--- src/rtl/mc_port_arbiter.sv ---
// Round-robin sharing of one memory-controller port among NUM_REQ requesters.
// Loads record their requester id in a tag FIFO so in-order read responses route back.
module mc_port_arbiter #(
  parameter int NUM_REQ   = 4,
  parameter int ID_W      = 2,
  parameter int TAG_DEPTH = 32
) (
  input  logic                  clk,
  input  logic                  rst,
  input  logic [NUM_REQ-1:0]    req_ld,
  input  logic [NUM_REQ-1:0]    req_st,
  input  logic [NUM_REQ*48-1:0] req_vadr,
  input  logic [NUM_REQ*64-1:0] req_data,
  output logic [NUM_REQ-1:0]    req_gnt,
  output logic [NUM_REQ-1:0]    rsp_push,
  output logic [63:0]           rsp_data,
  input  logic [NUM_REQ-1:0]    rsp_stall,
  output logic                  mc_req_ld,
  output logic                  mc_req_st,
  output logic [47:0]           mc_req_vadr,
  output logic [63:0]           mc_req_data,
  input  logic                  mc_rd_rq_stall,
  input  logic                  mc_wr_rq_stall,
  input  logic                  mc_rsp_push,
  input  logic [63:0]           mc_rsp_data,
  output logic                  mc_rsp_stall,
  output logic                  idle,
  output logic                  err_unexp
);

  localparam int TP_W  = $clog2(TAG_DEPTH);
  localparam int CNT_W = TP_W + 1;

  logic [ID_W-1:0]    ptr_reg, ptr_next;
  logic [NUM_REQ-1:0] ld_elig, st_elig, elig;
  logic               gnt_any;
  logic [ID_W-1:0]    gnt_id;
  logic               gnt_is_ld;

  logic               mc_req_ld_reg, mc_req_st_reg;
  logic [47:0]        mc_req_vadr_reg;
  logic [63:0]        mc_req_data_reg;

  logic [ID_W-1:0]    tag_mem [TAG_DEPTH];
  logic [TP_W-1:0]    wr_ptr_reg, rd_ptr_reg;
  logic [CNT_W-1:0]   tag_count_reg;
  logic               fifo_empty, fifo_full, tag_push, tag_pop, can_push;

  logic               rsp_valid_reg;
  logic [ID_W-1:0]    rsp_id_reg;
  logic [63:0]        rsp_data_reg;
  logic               mc_rsp_stall_reg;
  logic               err_unexp_reg;

  assign fifo_empty = (tag_count_reg == '0);
  assign fifo_full  = (tag_count_reg == CNT_W'(TAG_DEPTH));
  assign tag_pop    = mc_rsp_push & ~fifo_empty;
  // A pop in the same cycle frees the slot, so a full FIFO may still accept a load.
  assign can_push   = ~fifo_full | tag_pop;

  generate
    for (genvar gi = 0; gi < NUM_REQ; gi++) begin : g_elig
      assign ld_elig[gi] = req_ld[gi] & ~mc_rd_rq_stall & can_push;
      assign st_elig[gi] = req_st[gi] & ~req_ld[gi] & ~mc_wr_rq_stall;
      assign elig[gi]    = ld_elig[gi] | st_elig[gi];
    end
  endgenerate

  always_comb begin
    gnt_any = 1'b0;
    gnt_id  = '0;
    for (int k = 0; k < NUM_REQ; k++) begin
      if (!gnt_any && elig[(int'(ptr_reg) + k) % NUM_REQ]) begin
        gnt_any = 1'b1;
        gnt_id  = ID_W'((int'(ptr_reg) + k) % NUM_REQ);
      end
    end
  end

  always_comb begin
    req_gnt   = '0;
    gnt_is_ld = 1'b0;
    ptr_next  = ptr_reg;
    if (gnt_any) begin
      req_gnt[gnt_id] = 1'b1;
      gnt_is_ld       = req_ld[gnt_id];
      ptr_next        = ID_W'((int'(gnt_id) + 1) % NUM_REQ);
    end
  end

  assign tag_push = gnt_any & gnt_is_ld;

  always_ff @(posedge clk) begin
    if (rst) begin
      ptr_reg         <= '0;
      mc_req_ld_reg   <= 1'b0;
      mc_req_st_reg   <= 1'b0;
      mc_req_vadr_reg <= '0;
      mc_req_data_reg <= '0;
    end else begin
      ptr_reg       <= ptr_next;
      mc_req_ld_reg <= gnt_any & gnt_is_ld;
      mc_req_st_reg <= gnt_any & ~gnt_is_ld;
      if (gnt_any) begin
        mc_req_vadr_reg <= req_vadr[48*gnt_id +: 48];
        mc_req_data_reg <= req_data[64*gnt_id +: 64];
      end
    end
  end

  always_ff @(posedge clk) begin
    if (rst) begin
      wr_ptr_reg    <= '0;
      rd_ptr_reg    <= '0;
      tag_count_reg <= '0;
    end else begin
      if (tag_push) wr_ptr_reg <= wr_ptr_reg + 1'b1;
      if (tag_pop)  rd_ptr_reg <= rd_ptr_reg + 1'b1;
      tag_count_reg <= tag_count_reg + CNT_W'(tag_push) - CNT_W'(tag_pop);
    end
  end

  // Tag storage has no reset so it maps onto RAM; validity lives in tag_count_reg.
  always_ff @(posedge clk) begin
    if (tag_push) tag_mem[wr_ptr_reg] <= gnt_id;
    if (tag_pop)  rsp_id_reg <= tag_mem[rd_ptr_reg];
  end

  always_ff @(posedge clk) begin
    if (rst) begin
      rsp_valid_reg    <= 1'b0;
      rsp_data_reg     <= '0;
      mc_rsp_stall_reg <= 1'b0;
      err_unexp_reg    <= 1'b0;
    end else begin
      rsp_valid_reg    <= tag_pop;
      mc_rsp_stall_reg <= |rsp_stall;
      if (tag_pop) rsp_data_reg <= mc_rsp_data;
      if (mc_rsp_push && fifo_empty) err_unexp_reg <= 1'b1;
    end
  end

  always_comb begin
    rsp_push = '0;
    if (rsp_valid_reg) rsp_push[rsp_id_reg] = 1'b1;
  end

  assign rsp_data     = rsp_data_reg;
  assign mc_req_ld    = mc_req_ld_reg;
  assign mc_req_st    = mc_req_st_reg;
  assign mc_req_vadr  = mc_req_vadr_reg;
  assign mc_req_data  = mc_req_data_reg;
  assign mc_rsp_stall = mc_rsp_stall_reg;
  assign err_unexp    = err_unexp_reg;
  assign idle = ~(|req_ld) & ~(|req_st) & fifo_empty & ~mc_req_ld_reg & ~mc_req_st_reg;

endmodule

--- config.mk ---
export PLATFORM = sky130hd
export DESIGN_NAME = mc_port_arbiter
export DESIGN_NICKNAME = d
export VERILOG_FILES = /design/src/rtl/mc_port_arbiter.sv
export SDC_FILE = /design/constraint.sdc
export NUM_CORES = 1
export LEC_CHECK = 0
export ABC_AREA = 0
export CAP_MARGIN = 30
export CORE_AREA = 2 2 276 278
export DETAILED_ROUTE_END_ITERATION = 6
export DIE_AREA = 0 0 278 280
export GPL_TIMING_DRIVEN = 0
export MAX_ROUTING_LAYER = met4
export PLACE_DENSITY_LB_ADDON = 0.2
export SYNTH_ARGS = -nofsm -noshare
export SYNTH_HDL_FRONTEND = slang
export SYNTH_SLANG_ARGS = --single-unit
export TNS_END_PERCENT = 30
--- constraint.sdc ---
create_clock -name clk -period 5.82 [get_ports clk]
set_clock_uncertainty 0.1 [all_clocks]
set_input_delay 1.164 -clock clk [delete_from_list [all_inputs] [get_ports clk]]
set_output_delay 1.164 -clock clk [all_outputs]
set_load 0.05 [all_outputs]
# --- Yosys cells after proc, flatten, opt, wreduce, memory -nomap -nowiden ---
# Memory sizes are Yosys's and may differ from the RTL's. A register that Yosys moved wholly into a read port is not among the register bits.
# Cells that the tools add are included.
totals:
  register_bits: 199
  mem_bits_rw: 64
  in_bits: 529
  out_inout_bits: 189
  wordCells: 123
  n_memories: 1
classes:
  addsub: 8
  multipliers: 1
  order_cmp: 8
  n_eq_ne: 1
  n_shift: 2
  n_mux: 30
  bitwise_logic: 44
  n_reduce_logical: 16
memory_table:
  columns: ["memory", "depth", "width", "rd", "rd_clocked_by_memory_dff", "write_ports", "line", "rtl"]
  rows:
  - ["tag_mem", 32, 2, 1, 1, 1, "44", "logic [ID_W-1:0] tag_mem [TAG_DEPTH];"]
op_table:
  columns: ["cell", "count"]
  rows:
  - ["$shiftx A256 B9 Y64", 1]
  - ["$shiftx A192 B9 Y48", 1]
  - ["$and A1 B1 Y1", 23]
  - ["$mux W1", 17]
  - ["$not A1 Y1", 13]
  - ["$lt A3 B4 Y1 const B", 3]
  - ["$reduce_or A4 Y1", 3]
  - ["$add A5 B1 Y5 const B", 2]
  - ["$bmux W1 S2", 5]
  - ["$lt A2 B3 Y1 const B", 3]
  - ["$mux W2", 4]
  - ["$mux W4", 2]
  - ["$add A6 B1 Y6", 1]
  - ["$eq A6 B6 Y1 const B", 1]
  - ["$logic_and A1 B1 Y1", 6]
  - ["$logic_not A6 Y1", 1]
  - ["$reduce_or A2 Y1", 3]
  - ["$sub A6 B1 Y6", 1]
  - ["$or A1 B1 Y1", 5]
  - ["$add A2 B1 Y2 const B", 2]
  - ["$add A2 B2 Y2 const B", 2]
  - ["$demux W1 S2", 2]
  - ["$ge A2 B1 Y1 const B", 2]
  - ["$mul A2 B2 Y4 const A", 1]
  - ["2 further kinds", 6]

# --- Logic depth before layout (Yosys ltp) ---
# Gate-level depths: netlist (run 1).
depth:
  ltp_word: 24
  depth_mapped: 21
  mapped_depth_nobuf: 20

# --- Least setup slack after synthesis (run 1) ---
# OpenSTA, ideal clock, no wires.
synth_timing:
  path_kind: "input -> output"
  start: "input port mc_rsp_push"
  end: "output port req_gnt[0]"
  arrival_time_ns: 3.726
  required_ns: 4.556
  path_slack_ns: 0.830
  stages: 10
  path_buffers: 2
  cell_sequence: "nand2b_1 > a31oi_4 > a21o_1 > o221ai_1 > a21oi_2 > inv_2 > buf_2 > buf_2 > ha_1 > and2_1"
synth_between:
  elab_chain_cells: 21
  elab_cells_between_ends: 41
  classes_between: "2 x order compare; 22 x mux; 10 x bitwise; 7 x reduce/logical"
synth_rtl:
  columns: ["element", "line", "rtl"]
  rows:
  - ["from (decl)", "24", "input logic mc_rsp_push,"]
  - ["$and A1 B1 Y1 (*)", "57", "assign tag_pop = mc_rsp_push & ~fifo_empty;"]
  - ["$or A1 B1 Y1 (*)", "59", "assign can_push = ~fifo_full | tag_pop;"]
  - ["$and A1 B1 Y1", "63", "assign ld_elig[gi] = req_ld[gi] & ~mc_rd_rq_stall & can_push;"]
  - ["$or A1 B1 Y1", "65", "assign elig[gi] = ld_elig[gi] | st_elig[gi];"]
  - ["$bmux W1 S2", "73", "if (!gnt_any && elig[(int'(ptr_reg) + k) % NUM_REQ]) begin"]
  - ["$mux W1 (not written as such)", "73", null]
  - ["$mux W1", "73", null]
  - ["$logic_not A1 Y1", "73", null]
  - ["[... 6 more ...]", null, null]
  - ["$logic_and A1 B1 Y1", "73", null]
  - ["$mux W2 (*)", "73", null]
  - ["via gnt_id[0]", "37", "logic [ID_W-1:0] gnt_id;"]
  - ["$lt A2 B3 Y1 (not written as such) or $ge A2 B1 Y1 (tied branches)", "85", "req_gnt[gnt_id] = 1'b1;"]
  - ["$logic_and A1 B1 Y1 (not written as such)", "85", null]
  - ["$mux W1 (not written as such)", "85", null]
  - ["$demux W1 S2 (*)", "85", null]
  - ["$mux W4 (*)", "84", "if (gnt_any) begin"]
  - ["to (decl)", "14", "output logic [NUM_REQ-1:0] req_gnt,"]
# The timed path passes the listed nets; every way through them passes the cells marked *. The select of a mux whose other input is x is not followed.

# --- Worst setup path in the final report (run 1) ---
# Ends and elaborated chain as after synthesis.

==> flow_summary.yaml, run 1 <==
drt:
  firstDrtPassIters: 5
  routedWlPerCell_um: 23.7
  drc: 0
  drt-total-wl_um: 70800
  postRouteAntennaNets: 0
  vias: 12756
  drt-vias-per-instance: 4.27
  drt_iter0_drc: 562
clock_network:
  tritoncts: "yes"
  clock_latency_ns: 0.55
  postCtsHoldBufs: 0
  cts_buffer_depth: 3
  ctsHtreeMaxLevel: 2
  cts_sinks: 265
  cts_buffers: 36
  cts-root-buf: "clkbuf_16"
  clk_pin_slew_worst_paths_ns: 0.06
worst_hold_path:
  hp-class: "register to register"
synthesis:
  synth_seq_cells: 265
  avgSynthCellArea_sq_um: 10.5
  seq_area_frac_synth: 0.470
  yosys.area.top_type: "dfxtp_1"
  synth_warnings: 0
  ys_types: 53
  synth_common_cells: "nand2_1 (248), mux2i_1 (224), dfxtp_1 (199)"
  synth-edff-count: 66
  synth_fp_nets: 1761
  netlist_instances: 1213
  netlist_area_sq_um: 12700
  async_flop_share: 0
  synth.area.top_cells: "dfxtp_1 (31%), mux2i_1 (18%), edfxtp_1 (16%), o221ai_1 (7.9%), nand2_1 (7.3%)"
  yosys.area.top_type_share: 0.314
  synth.most_common_cell: "nand2_1"
  synth_flop_cell: "dfxtp_1"
floorplan:
  ioPinCount: 718
  dieHeight_um: 280
  coreArea_sq_um: 75200
  die_w_um: 278
  num_rows: 101
  initial_core_util: 0.169
  die_area_sq_um: 77800
critical_path:
  path_class: "primary input to primary output"
  required_ns: 4.56
  worst_setup_path_start_kind: "primary input"
  arrival_ns: 4.43
  cp_max_fo: 23
  crit_path_frequent_cell: "buf_6"
  cpMaxStageDelayCell: "clkdlybuf4s50_1"
  crit_chain: "clkdlybuf4s50_1 -> nand2b_1 -> a31oi_4 -> a21o_1 -> o221ai_1 -> a21oi_4 -> buf_16 -> inv_4 -> buf_6 -> buf_6 -> ha_1 -> and2_1 -> clkdlybuf4s15_2"
  worst_setup_path_end_kind: "primary output"
  crit_family: "buffers and inverters"
  worst_path_largest_cell_delay_ns: 0.50
  path_buf_inv: 6
finish:
  layout.cells.non_filler: 2986
  final.fill_count: 7782
  areaGrowthSynthToFinish_pct: 77.3
  ff_latch_area_sq_um: 5970
  nets: 2520
  drive_gt1_frac: 0.0770
  multi_input_area_sq_um: 6230
sta:
  finalHoldViolations: 0
  max-slew-margin-rel: 0.293
  fmax_mhz: 175
  rsz0062_at_grt: "true"
  fin_crit_sh: 0.979
  finalSetupViolCount: 0
  worst_slack_ns: 0.122
  worst_pin_slew_ns: 1.06
  drv_slew: 0
  fin_crit_ns: 5.70
pwr:
  leakagePower_nw: 8.77
  design_power_total_mw: 9.51
  ir_drop_v: 0.000177
  power_density_nw_per_um2: 422
grt:
  antenna_found_initial: 12
  grt.total_usage: 0.179
  grt_overflow: 0
  grt_max_degree: 37
  grt_pass1_wl_um: 96900
  grt_pass1_vias: 13420
placement:
  pre_cts_ws_ns: -1.03
  port_buffers: 717
  dp_hpwl_um: 57500
  place_inst: 2909
  gp_congestion: 0.883
run_status:
  status: "finished clean"
run:
  drv_cap: 0
==> logic make-up after synthesis <==
kind of cell / after synthesis / share of synthesized area
flip-flops: 265 / 0.470
AND/OR/NAND/NOR: 351 / 0.122
XOR/XNOR: 8 / 0.00552
buffers and inverters: 113 / 0.0408
adder cells (fa/ha/maj): 19 / 0.0193
AO/OA/AOI/OAI: 207 / 0.125
multiplexers: 250 / 0.218
==> cell type report <==
type                            count  share of cell area
Timing Repair Buffer              720               0.321
Antenna cell                        9             0.00100
Inverter                           18             0.00311
Clock inverter                     16              0.0111
Clock buffer                       49              0.0473
Buffer                             95              0.0206
Multi-Input combinational cell    836               0.277
Tap cell                          978              0.0544
Sequential cell                   265               0.265
==> timing repair <==
| action | in CTS | in global routing |
|---|---|---|
| gates cloned | 0 | 1 |
| setup endpoints to repair | 4 | 4 |
| gates resized for setup | 12 | 0 |
| pin swaps | 0 | 2 |
| setup buffers | 0 | 2 |
==> final timing paths <==
path,startpoint,endpoint,slack [ns],cells after the start
worst max-delay path,mc_rsp_push,req_gnt[0],0.12,13
worst min-delay path,rsp_data[3],rsp_data[3],0.35,2
worst max register to register,tag_count_reg[2],tag_count_reg[4],1.29,22
worst min register to register,rsp_data[3],rsp_data[3],0.35,2
==> report_power, final <==
group | leakage [nW] | internal, mW | switching [mW] | total (mW)
logic | 5.88 | 1.72 | 2.81 | 4.53
clock network | 0.642 | 1.55 | 0.924 | 2.48
registers | 2.25 | 2.29 | 0.214 | 2.50
total | 8.77 | 5.56 | 3.95 | 9.51
==> worst reg2reg max path, delay by kind of cell (launching register included) <==
| family | cells | cell delay (ns) |
|---|---|---|
| xor+xnor | 1 | 0.16 |
| flops | 1 | 0.31 |
| fa+ha+maj | 4 | 0.91 |
| simple gates | 5 | 0.64 |
| compound gates | 6 | 1.55 |
| buf+inv | 6 | 0.72 |
==> through the flow <==
step	utilization	hold slack [ns]	setup TNS (ns)	instance area (sq um)
final	0.299	0.354	0	22500
after global routing	0.299	0.373	-0.112	22500
after CTS	0.299	0.357	0	22500
after detailed placement	0.281	0.345	-2.29	21100
after global placement	0.281	0.342	-9.40	21100
after floorplan	-	0.418	0	12700
==> cells in the final DEF, fill, tap and decap left out, types with 26 or more instances in the layout <==
cell type	netlist	routed
buf_2	36	34
edfxtp_1	66	66
mux2i_1	224	224
clkbuf_1	37	43
dfxtp_1	199	199
clkdlybuf4s50_1	0	715
clkbuf_16	0	40
nor2_1	27	27
o221ai_1	114	114
a21oi_1	74	74
and3_1	26	26
nand2_1	248	248
==> per-layer routing <==
metal | GRT usage | vias to the layer above | part of all wire
li1 | - | 6015 | -
met1 | 0.194 | 6192 | 0.38
met2 | 0.324 | 491 | 0.53
met3 | 0.0455 | 58 | 0.070
met4 | 0.0441 | 0 | 0.015
met5 | - | - | 0
No activity file was read; power rests on OpenSTA's default activity.
==> inputs of run 2 (changes only) <==
--- a/config.mk
+++ b/config.mk
@@ -16,4 +16,4 @@
 export SYNTH_ARGS = -nofsm -noshare
 export SYNTH_HDL_FRONTEND = slang
 export SYNTH_SLANG_ARGS = --single-unit
-export TNS_END_PERCENT = 30
+export TNS_END_PERCENT = 100
==> flow_summary.yaml, run 2 (synthesis results as in run 1) <==
run_status:
  status: "finished clean"
floorplan:
  ioPinCount: 718
  coreArea_sq_um: 75200
  initial_core_util: 0.169
  dieHeight_um: 280
  die_area_sq_um: 77800
  num_rows: 101
  die_w_um: 278
worst_hold_path:
  hp-class: "register to register"
  hold_depth: 2
  holdPathEnd: "rsp_data[3]"
  hp-start: "rsp_data[3]"
sta:
  fmax_mhz: 179
  rsz0062_at_grt: "false"
  finalSetupViolCount: 0
  drv_slew: 0
  max-slew-margin-rel: 0.313
  fin_crit_ns: 5.58
  worst_pin_slew_ns: 1.03
  fin_crit_sh: 0.959
  finalHoldViolations: 0
  setup_tns_ns: 0
critical_path:
  rr_endpoint: "tag_count_reg[4]"
  required_ns: 4.56
  arrival_ns: 4.32
  path_class: "primary input to primary output"
  cp_max_fo: 18
  worst_setup_path_start_kind: "primary input"
  r2r-start: "tag_count_reg[2]"
  rrSetupSlack_ns: 1.38
  worst_setup_path_end_kind: "primary output"
  r2r_cells: 21
drt:
  drt-total-wl_um: 70800
  firstDrtPassIters: 5
  routedWlPerCell_um: 23.7
  drc: 0
  postRouteAntennaNets: 0
  drt_iter0_drc: 548
  vias: 12803
  drt-vias-per-instance: 4.29
pwr:
  p_sw_frac: 0.415
  power.internal_mw: 5.57
  ir_drop_v: 0.000178
  p_comb_frac: 0.476
  design_power_total_mw: 9.52
  p_seq_frac: 0.263
  power_density_nw_per_um2: 423
  p_sw_mw: 3.95
  leakagePower_nw: 8.77
  clockPowerShare: 0.261
run:
  drv_cap: 0
finish:
  multi_input_area_sq_um: 6230
  final.fill_count: 7784
  final_cell_mix: "clkdlybuf4s50_1 (715), nand2_1 (248), mux2i_1 (224)"
  stdcell_area_sq_um: 22500
  drive_gt1_frac: 0.0780
  areaGrowthSynthToFinish_pct: 77.4
  nets: 2521
  layout_commonest_cell: "clkdlybuf4s50_1"
  ff_latch_area_sq_um: 5970
  layout.cells.non_filler: 2986
clock_network:
  tritoncts: "yes"
  cts-root-buf: "clkbuf_16"
  cts_sinks: 265
  clock_latency_ns: 0.55
  clk_pin_slew_worst_paths_ns: 0.06
  cts_buffer_depth: 3
  cts_buffers: 36
  ctsHtreeMaxLevel: 2
placement:
  dp_hpwl_um: 57500
  place_inst: 2909
  port_buffers: 717
  placed_area_sq_um: 21100
  gp_congestion: 0.883
grt:
  grt_pass1_wl_um: 96900
  grt.total_usage: 0.179
  grt_pass1_vias: 13420
  grt_overflow: 0
  grt_max_degree: 37
  antenna_found_initial: 12
run 2: cell types whose count changed in the layout (fill, tap and decap cells not counted):
cell and delta:
buf_4 +1, diode_2 -1, o221ai_1 -1, o221ai_2 +1
run 2: how the worst max path moves through the flow:
stage | start | to
6_report | mc_rsp_push | req_gnt[3]
5_1_grt | mc_rsp_push | req_gnt[0]
4_1_cts | mc_rsp_push | req_gnt[3]
3_5_place_dp | mc_rsp_push | req_gnt[0]
3_3_place_gp | mc_rsp_push | req_gnt[2]
2_1_floorplan | mc_rsp_push | req_gnt[0]
run 2: stage by stage:
step                      utilization  hold slack, ns  worst slack [ns]
after floorplan                     -           0.418             0.830
after global placement          0.281           0.342             -1.80
after detailed placement        0.281           0.345             -1.03
after CTS                       0.299           0.357            0.0514
after global routing            0.299           0.373            0.0922
final                           0.300           0.353             0.238
run 2: critical path: stages:
cell and delay, ns:
clkdlybuf4s50_1 0.44, nand2b_1 0.14, a31oi_4 0.14, a21o_1 0.24, a222oi_1 0.46, buf_4 0.21
and3_4 0.35, ha_1 0.19, and2_1 0.14, clkdlybuf4s50_1 0.84
run 2: power groups by stage:
stage | logic [mW] | clock network, mW | registers [mW]
2_1_floorplan | 1.69 | 0 | 3.54
3_3_place_gp | 4.55 | 0 | 2.53
3_5_place_dp | 4.59 | 0 | 2.53
4_1_cts | 4.61 | 2.56 | 2.50
5_1_grt | 4.82 | 2.63 | 2.54
6_report | 4.53 | 2.48 | 2.50
run 2: timing repair:
action	4_1_cts	5_1_grt
gates resized for setup	12	1
endpoints found under the hold margin	0	0
hold buffers	0	0
setup buffers	0	3
endpoints found under the setup margin	4	4
cloned	0	1
pin swaps	0	3
run 2: routing by layer:
| metal | routed length [um] | GRT usage | up-vias |
|---|---|---|---|
| li1 | - | - | 6012 |
| met1 | 27400 | 0.194 | 6212 |
| met2 | 37500 | 0.324 | 516 |
| met3 | 4810 | 0.0455 | 63 |
| met4 | 1090 | 0.0441 | 0 |
| met5 | 0 | - | - |
run 2: area by class of cell:
cell class	count	area share
clock buffer	49	0.0473
inverter	18	0.00311
timing repair buffer	721	0.321
multi-input combinational	836	0.277
clock inverter	16	0.0111
buffer	95	0.0206
sequential	265	0.265
tap	978	0.0543
antenna	8	0.000889
